===== config.mk =====
export PLATFORM = sky130hd
export DESIGN_NAME = uart_rx
export DESIGN_NICKNAME = d
export VERILOG_FILES = /design/src/rtl/uart_rx.sv
export SDC_FILE = /design/constraint.sdc
export NUM_CORES = 1
export LEC_CHECK = 0
export BUFFER_PORTS_ARGS = -buffer_cell sky130_fd_sc_hd__buf_2
export CELL_PAD_IN_SITES_DETAIL_PLACEMENT = 1
export CELL_PAD_IN_SITES_GLOBAL_PLACEMENT = 1
export CORE_UTILIZATION = 49
export CTS_CLUSTER_SIZE = 30
export DETAILED_ROUTE_END_ITERATION = 10
export PLACE_DENSITY_LB_ADDON = 0.05
export SKIP_CTS_REPAIR_TIMING = 1
export SLEW_MARGIN = 30
export SYNTH_ARGS = -nofsm -noshare
export SYNTH_HDL_FRONTEND = slang
export SYNTH_SLANG_ARGS = --single-unit

===== constraint.sdc =====
create_clock -name clk -period 4.4 [get_ports clk]
set_clock_uncertainty 0.15 [all_clocks]
set_input_delay 0 -clock clk [delete_from_list [all_inputs] [get_ports clk]]
set_output_delay 0 -clock clk [all_outputs]
set_load 0.01 [all_outputs]

===== src/rtl/uart_rx.sv =====
// Oversampling-free UART receiver: 8N1 frames, mid-bit sampling with a programmable bit period of div+2 clk cycles.
// Define UART_RX_FILTER_EN to add a 3-tap majority glitch filter on the synchronized line.
module uart_rx #(
    parameter int DIV_WIDTH = 8
) (
    input  logic                 clk,
    input  logic                 rst_n,
    input  logic                 rx,
    input  logic [DIV_WIDTH-1:0] div,
    output logic [7:0]           data,
    output logic                 stb,
    output logic                 ferr
);

    // state   | meaning
    // S_IDLE  | line idle high, waiting for a falling edge
    // S_START | timing to the middle of the start bit
    // S_DATA  | sampling 8 data bits, LSB first
    // S_STOP  | timing to the middle of the stop bit
    // S_BREAK | stop bit was low, waiting for line to return high
    typedef enum logic [2:0] {
        S_IDLE,
        S_START,
        S_DATA,
        S_STOP,
        S_BREAK
    } state_t;

    localparam int TW = DIV_WIDTH + 1;

    state_t          state_q, state_d;
    logic            sync_q1, sync_q2;
    logic            line;
    logic [TW-1:0]   timer_q;
    logic [TW-1:0]   half_load, full_load;
    logic            tc;
    logic [2:0]      bit_cnt_q;
    logic [7:0]      shreg_q;
    logic            load_half, load_full, shift_en, capture;

    always_ff @(posedge clk or negedge rst_n) begin
        if (!rst_n) begin
            sync_q1 <= 1'b1;
            sync_q2 <= 1'b1;
        end else begin
            sync_q1 <= rx;
            sync_q2 <= sync_q1;
        end
    end

`ifdef UART_RX_FILTER_EN
    logic [1:0] hist_q;

    always_ff @(posedge clk or negedge rst_n) begin
        if (!rst_n) begin
            hist_q <= 2'b11;
        end else begin
            hist_q <= {hist_q[0], sync_q2};
        end
    end

    assign line = (sync_q2 & hist_q[0]) | (sync_q2 & hist_q[1]) | (hist_q[0] & hist_q[1]);
`else
    assign line = sync_q2;
`endif

    // Timer value T puts the next sample T+1 cycles out: floor(P/2)-1 = div>>1, P-1 = div+1.
    assign half_load = TW'(div >> 1);
    assign full_load = TW'(div) + TW'(1);
    assign tc        = (timer_q == '0);

    always_ff @(posedge clk or negedge rst_n) begin
        if (!rst_n) begin
            state_q <= S_IDLE;
        end else begin
            state_q <= state_d;
        end
    end

    always_comb begin
        state_d = state_q;
        case (state_q)
            S_IDLE:  if (!line) state_d = S_START;
            S_START: if (tc) state_d = line ? S_IDLE : S_DATA;
            S_DATA:  if (tc && (bit_cnt_q == 3'd7)) state_d = S_STOP;
            S_STOP:  if (tc) state_d = line ? S_IDLE : S_BREAK;
            S_BREAK: if (line) state_d = S_IDLE;
            default: state_d = S_IDLE;
        endcase
    end

    always_comb begin
        load_half = 1'b0;
        load_full = 1'b0;
        shift_en  = 1'b0;
        capture   = 1'b0;
        case (state_q)
            S_IDLE:  load_half = !line;
            S_START: load_full = tc && !line;
            S_DATA: begin
                load_full = tc;
                shift_en  = tc;
            end
            S_STOP:  capture = tc;
            default: ;
        endcase
    end

    always_ff @(posedge clk or negedge rst_n) begin
        if (!rst_n) begin
            timer_q   <= '0;
            bit_cnt_q <= 3'd0;
            shreg_q   <= 8'h00;
            data      <= 8'h00;
            ferr      <= 1'b0;
            stb       <= 1'b0;
        end else begin
            if (load_half) begin
                timer_q <= half_load;
            end else if (load_full) begin
                timer_q <= full_load;
            end else if (!tc) begin
                timer_q <= timer_q - TW'(1);
            end

            // Counter wraps 7 -> 0 after the last bit, so it is ready for the next frame.
            if (shift_en) begin
                bit_cnt_q <= bit_cnt_q + 3'd1;
                shreg_q   <= {line, shreg_q[7:1]};
            end

            stb <= capture;
            if (capture) begin
                data <= shreg_q;
                ferr <= !line;
            end
        end
    end

endmodule


# Word level (Yosys, flattened, before mapping)
# Cells that the tools add are included.
# totals
reg_bits,35
inputBits,11
out_inout_bits,10
# classes
add_sub_neg,3
eq_ne,11
muxes,15
n_reduce_logical,6
# op_table
operator,n
$mux 9,3
$mux 3,6
$pmux 3 s5,1
$ne 2x2->1 const B,5
$add 8x1->9 const B,1
$logic_not 9->1,1
$sub 9x1->9 const B,1
$eq 3x2->1 const B,2
$eq 3x3->1 const B,2
$reduce_and 5->1,1
$add 3x1->3 const B,1
$eq 3x1->1 const B,1
$logic_not 3->1,1
$mux 1,3
$ne 3x1->1 const B,1
$logic_and 1x1->1,2
$mux 2,1
$pmux 1 s2,1
$logic_not 1->1,1

# Longest topological paths before layout
# logic_depth
ltp_word,5
depth_mapped,9
depth_no_buf,7

# Worst setup path after synthesis
# No wires, ideal clock.
# synth_timing
kind,reg2reg
startpoint,register timer_q[0]
endpoint,register bit_cnt_q[1]
t_arrival_ns,1.909
required_time_ns,4.125
slack_ns,2.217
stages_incl_launch_ff,9
n_path_buf,1
synth_period_minus_slack_ns,2.183
cell_sequence,dfrtp_1 inv_1 ha_1 or3b_4 nor4_4 nand2_1 nor2_1 buf_4 mux2_2
# synth_between
elab_chain_len,2
# synth_lines
element,line,rtl
from (decl),34,logic [TW-1:0] timer_q;
from (signal assigned),119,timer_q <= half_load;
from (signal assigned),121,timer_q <= full_load;
from (signal assigned),123,timer_q <= timer_q - TW'(1);
$logic_not 9->1,70,assign tc = (timer_q == '0);
$mux 1,97,case (state_q)
to (signal assigned),128,bit_cnt_q <= bit_cnt_q + 3'd1;
to (decl),37,logic [2:0] bit_cnt_q;
# No other way between the ends.
# A chain may end at the register's enable or synchronous reset.

# Worst setup path in the final report
# layout_timing
startpoint,register timer_q[0]
endpoint,register bit_cnt_q[2]
# The elaborated chain is that of the path after synthesis.

==> run_results.csv <==
group,metric,value,unit
logic_synthesis,ys_warn_count,0,
clock_tree,cts-root-buf,"clkbuf_8",
critical_path,start_kind,"flip-flop",
min_path,hold-path-endpoint,"timer_q[0]",
logic_synthesis,synth_cells,162,
clock_tree,cts.clk_slew.worst_paths,0.08,ns
placement,gp_congestion,0.874,
final_layout,antenna_cells,0,
pwr,seq_power_share,43.0,%
pwr,internal_power,0.680,mW
final_layout,final_cell_count_no_fill,239,
logic_synthesis,yosysUniqueCellTypes,42,
final_layout,final_area,2130,um^2
pwr,power_frac_comb,29.1,%
detailed_routing,drtPass1Iterations,4,
die,start_util,52.6,%
clock_tree,clock-sinks,35,
min_path,min-delay-start,"div[0]",
min_path,min_path_cells,4,
logic_synthesis,synthesis.nets,177,
timing,fin_hold_ws,-0.0210,ns
critical_path,reg2reg_from,"timer_q[0]",
critical_path,critPathMaxFanout,11,
timing,period_share,66.2,%
global_routing,grt_max_degree,36,
pwr,switching_share,35.2,%
die,rows,21,
critical_path,rr_endpoint,"bit_cnt_q[2]",
run_status,status,"finished, violations left",
timing,slew_headroom,50.6,%
timing,setup_ws,1.49,ns
critical_path,endpoint_kind,"flip-flop",
critical_path,cp.required,4.43,ns
logic_synthesis,ys_ff_latch,35,
timing,worst_pin_slew,0.742,ns
timing,maxSlewViolCount,0,
min_path,hp-class,"input pin to flip-flop",
global_routing,grt_pass1_wl,6800,um
critical_path,r2r_setup_slack,1.49,ns
die,die_area,3940,um^2
clock_tree,cts-buffers-inserted,5,
detailed_routing,wire_per_inst,17.7,um
logic_synthesis,ys_seq_area_share,48.5,%
global_routing,antenna_found_initial,0,
detailed_routing,vias_per_cell,5.65,
timing,fin_setup_tns,0,ns
global_routing,grt_pass1_vias,1354,
final_layout,fillers,371,
run_status,violations,"hold timing",
detailed_routing,post-route-drc-count,0,
detailed_routing,drtIter0Drc,60,
timing,fmax,343,MHz
clock_tree,cts_max_path_buffers,2,
detailed_routing,wirelength,4240,um
detailed_routing,num_vias,1351,
placement,place.port_buffers,20,
critical_path,critPathKind,"flip-flop to flip-flop",
pwr,peakVddDrop,0.296,mV
final_layout,drive_gt1_share,28.5,%
critical_path,reg2regPathDepth,7,
global_routing,overflow,0,
die,ios,21,
placement,post-place-ws,1.25,ns
logic_synthesis,synth_edf_count,0,
logic_synthesis,syn_area_per_cell,11.2,um^2
die,die_y,62.8,um
pwr,clkPwrFrac,27.9,%
logic_synthesis,ys.flop_type,"dfrtp_1",
placement,place_inst,222,
logic_synthesis,synthesis.area,1810,um^2
pwr,p_leak,1.03,nW
clock_tree,cts_tree,"done",
timing,hold_viol,1,
pwr,power_density,492,nW/um^2
final_layout,finalNetCount,207,
placement,place_area,1930,um^2
detailed_routing,antenna_left,0,
timing,fin_crit,2.91,ns
placement,dp_hpwl,2880,um
clock_tree,clock_latency,0.30,ns
pwr,p_sw,0.369,mW
final_layout,area_growth,17.7,%
timing,setup_viol,0,
die,die_w,62.8,um
global_routing,grt_use_total,23.1,%
clock_tree,cts_max_level,2,
logic_synthesis,async_flop_share,100,%
die,core_area,3440,um^2
run,drv_cap,0,
critical_path,arrival,2.94,ns
timing,rsz0062_at_grt,"no",
layout by cell type (no fill, tap or decap), types with 2 or more instances in the layout:
master / count
nand2b_1: 2
nand3_1: 5
nand2_1: 16
dlygate4sd3_1: 9
xor2_1: 4
clkbuf_8: 5
inv_1: 4
nor2_1: 14
dfrtp_1: 33
mux2_4: 6
buf_2: 20
a21oi_1: 7
xnor2_1: 6
ha_1: 4
o21ai_0: 5
nor4_1: 2
o32ai_1: 2
o31ai_1: 2
dfstp_2: 2
a211oi_1: 2
nor3_1: 2
o211ai_1: 4
mux2_2: 12
a21o_1: 3
routing by layer:
layer / global-route usage (%) / up-vias / wire [um]
met5: 0 / - / 0
met4: 9.30 / 0 / 103
met3: 5.66 / 9 / 192
met2: 36.3 / 35 / 2080
met1: 30.4 / 674 / 1870
li1: - / 633 / -
power by group through the flow:
stage / combinational, mW / clock (mW) / sequential [mW]
floorplan: 0.238 / 0 / 0.423
global placement: 0.277 / 0 / 0.449
detailed placement: 0.288 / 0 / 0.454
CTS: 0.297 / 0.298 / 0.449
global route: 0.336 / 0.309 / 0.461
finish: 0.305 / 0.292 / 0.451
kinds of logic after synthesis:
kind of cell / synth area share [%]
buffers and inverters: 3.59
AOI/OAI and AO/OA: 10.7
xor gates and xnor gates: 4.84
muxes: 13.0
DFF: 48.5
adders and majority gates: 2.76
and+or+nand+nor: 16.6
cell type report:
| type | count | area, um^2 | area share (%) |
|---|---|---|---|
| well taps | 46 | 57.6 | 2.70 |
| clock inverters | 3 | 43.8 | 2.06 |
| repair buffers | 30 | 198 | 9.28 |
| inverters | 4 | 15.0 | 0.705 |
| multi-input cells | 116 | 870 | 40.8 |
| flip-flops and latches | 35 | 878 | 41.2 |
| clock buffers | 5 | 68.8 | 3.23 |
critical path, stage by stage (launching register included):
cell and delay (ns):
dfrtp_1 0.40, inv_1 0.10, ha_1 0.20, or3b_4 0.43, nor4_4 0.49, nand2_1 0.14, nor2_2 0.47, mux2_2 0.41
through the flow:
step / power (mW) / hold slack, ns / utilization [%]
global route: 1.11 / 0.0219 / 61.9
global placement: 0.726 / -0.0513 / 55.9
CTS: 1.04 / -0.361 / 59.2
detailed placement: 0.742 / -0.0466 / 55.9
floorplan: 0.661 / -0.446 / -
finish: 1.05 / -0.0210 / 61.9
synthesized netlist by cell type, drive strengths merged (2+ instances only):
| cell | n | area share, % |
|---|---|---|
| nor4 | 3 | 1.9 |
| nand2b | 2 | 0.69 |
| nand3 | 6 | 2.3 |
| xnor2 | 6 | 2.9 |
| a21oi | 7 | 1.9 |
| dfstp | 2 | 2.9 |
| clkbuf | 2 | 0.41 |
| o31ai | 2 | 0.83 |
| o21ai | 5 | 1.4 |
| a211oi | 2 | 0.83 |
| xor2 | 4 | 1.9 |
| o211ai | 4 | 1.7 |
| inv | 4 | 0.83 |
| buf | 5 | 2.3 |
| dfrtp | 33 | 46 |
| a21o | 3 | 1.2 |
| o32ai | 2 | 0.97 |
| ha | 4 | 2.8 |
| or3b | 2 | 1.1 |
| nor3 | 2 | 0.55 |
| nor2 | 15 | 3.1 |
| nand2 | 16 | 3.3 |
| mux2 | 18 | 12 |
registers in the layout (all words and copies together) (netlist names):
signal and cells:
line 1, ferr 1, timer_q 9, data 8, state_q 3, sync_q1 1
bit_cnt_q 3, shreg_q 8, stb 1
worst max path at each step:
| stage | slack (ns) | depth (start not counted) | from | to |
|---|---|---|---|---|
| floorplan | 2.22 | 8 | timer_q[0] | bit_cnt_q[1] |
| global placement | 1.44 | 7 | timer_q[0] | bit_cnt_q[1] |
| detailed placement | 1.25 | 7 | timer_q[0] | bit_cnt_q[2] |
| CTS | 1.25 | 7 | timer_q[0] | bit_cnt_q[2] |
| global route | 1.27 | 7 | timer_q[0] | bit_cnt_q[2] |
| finish | 1.49 | 7 | timer_q[0] | bit_cnt_q[2] |
(Power assumes the default switching activity.)
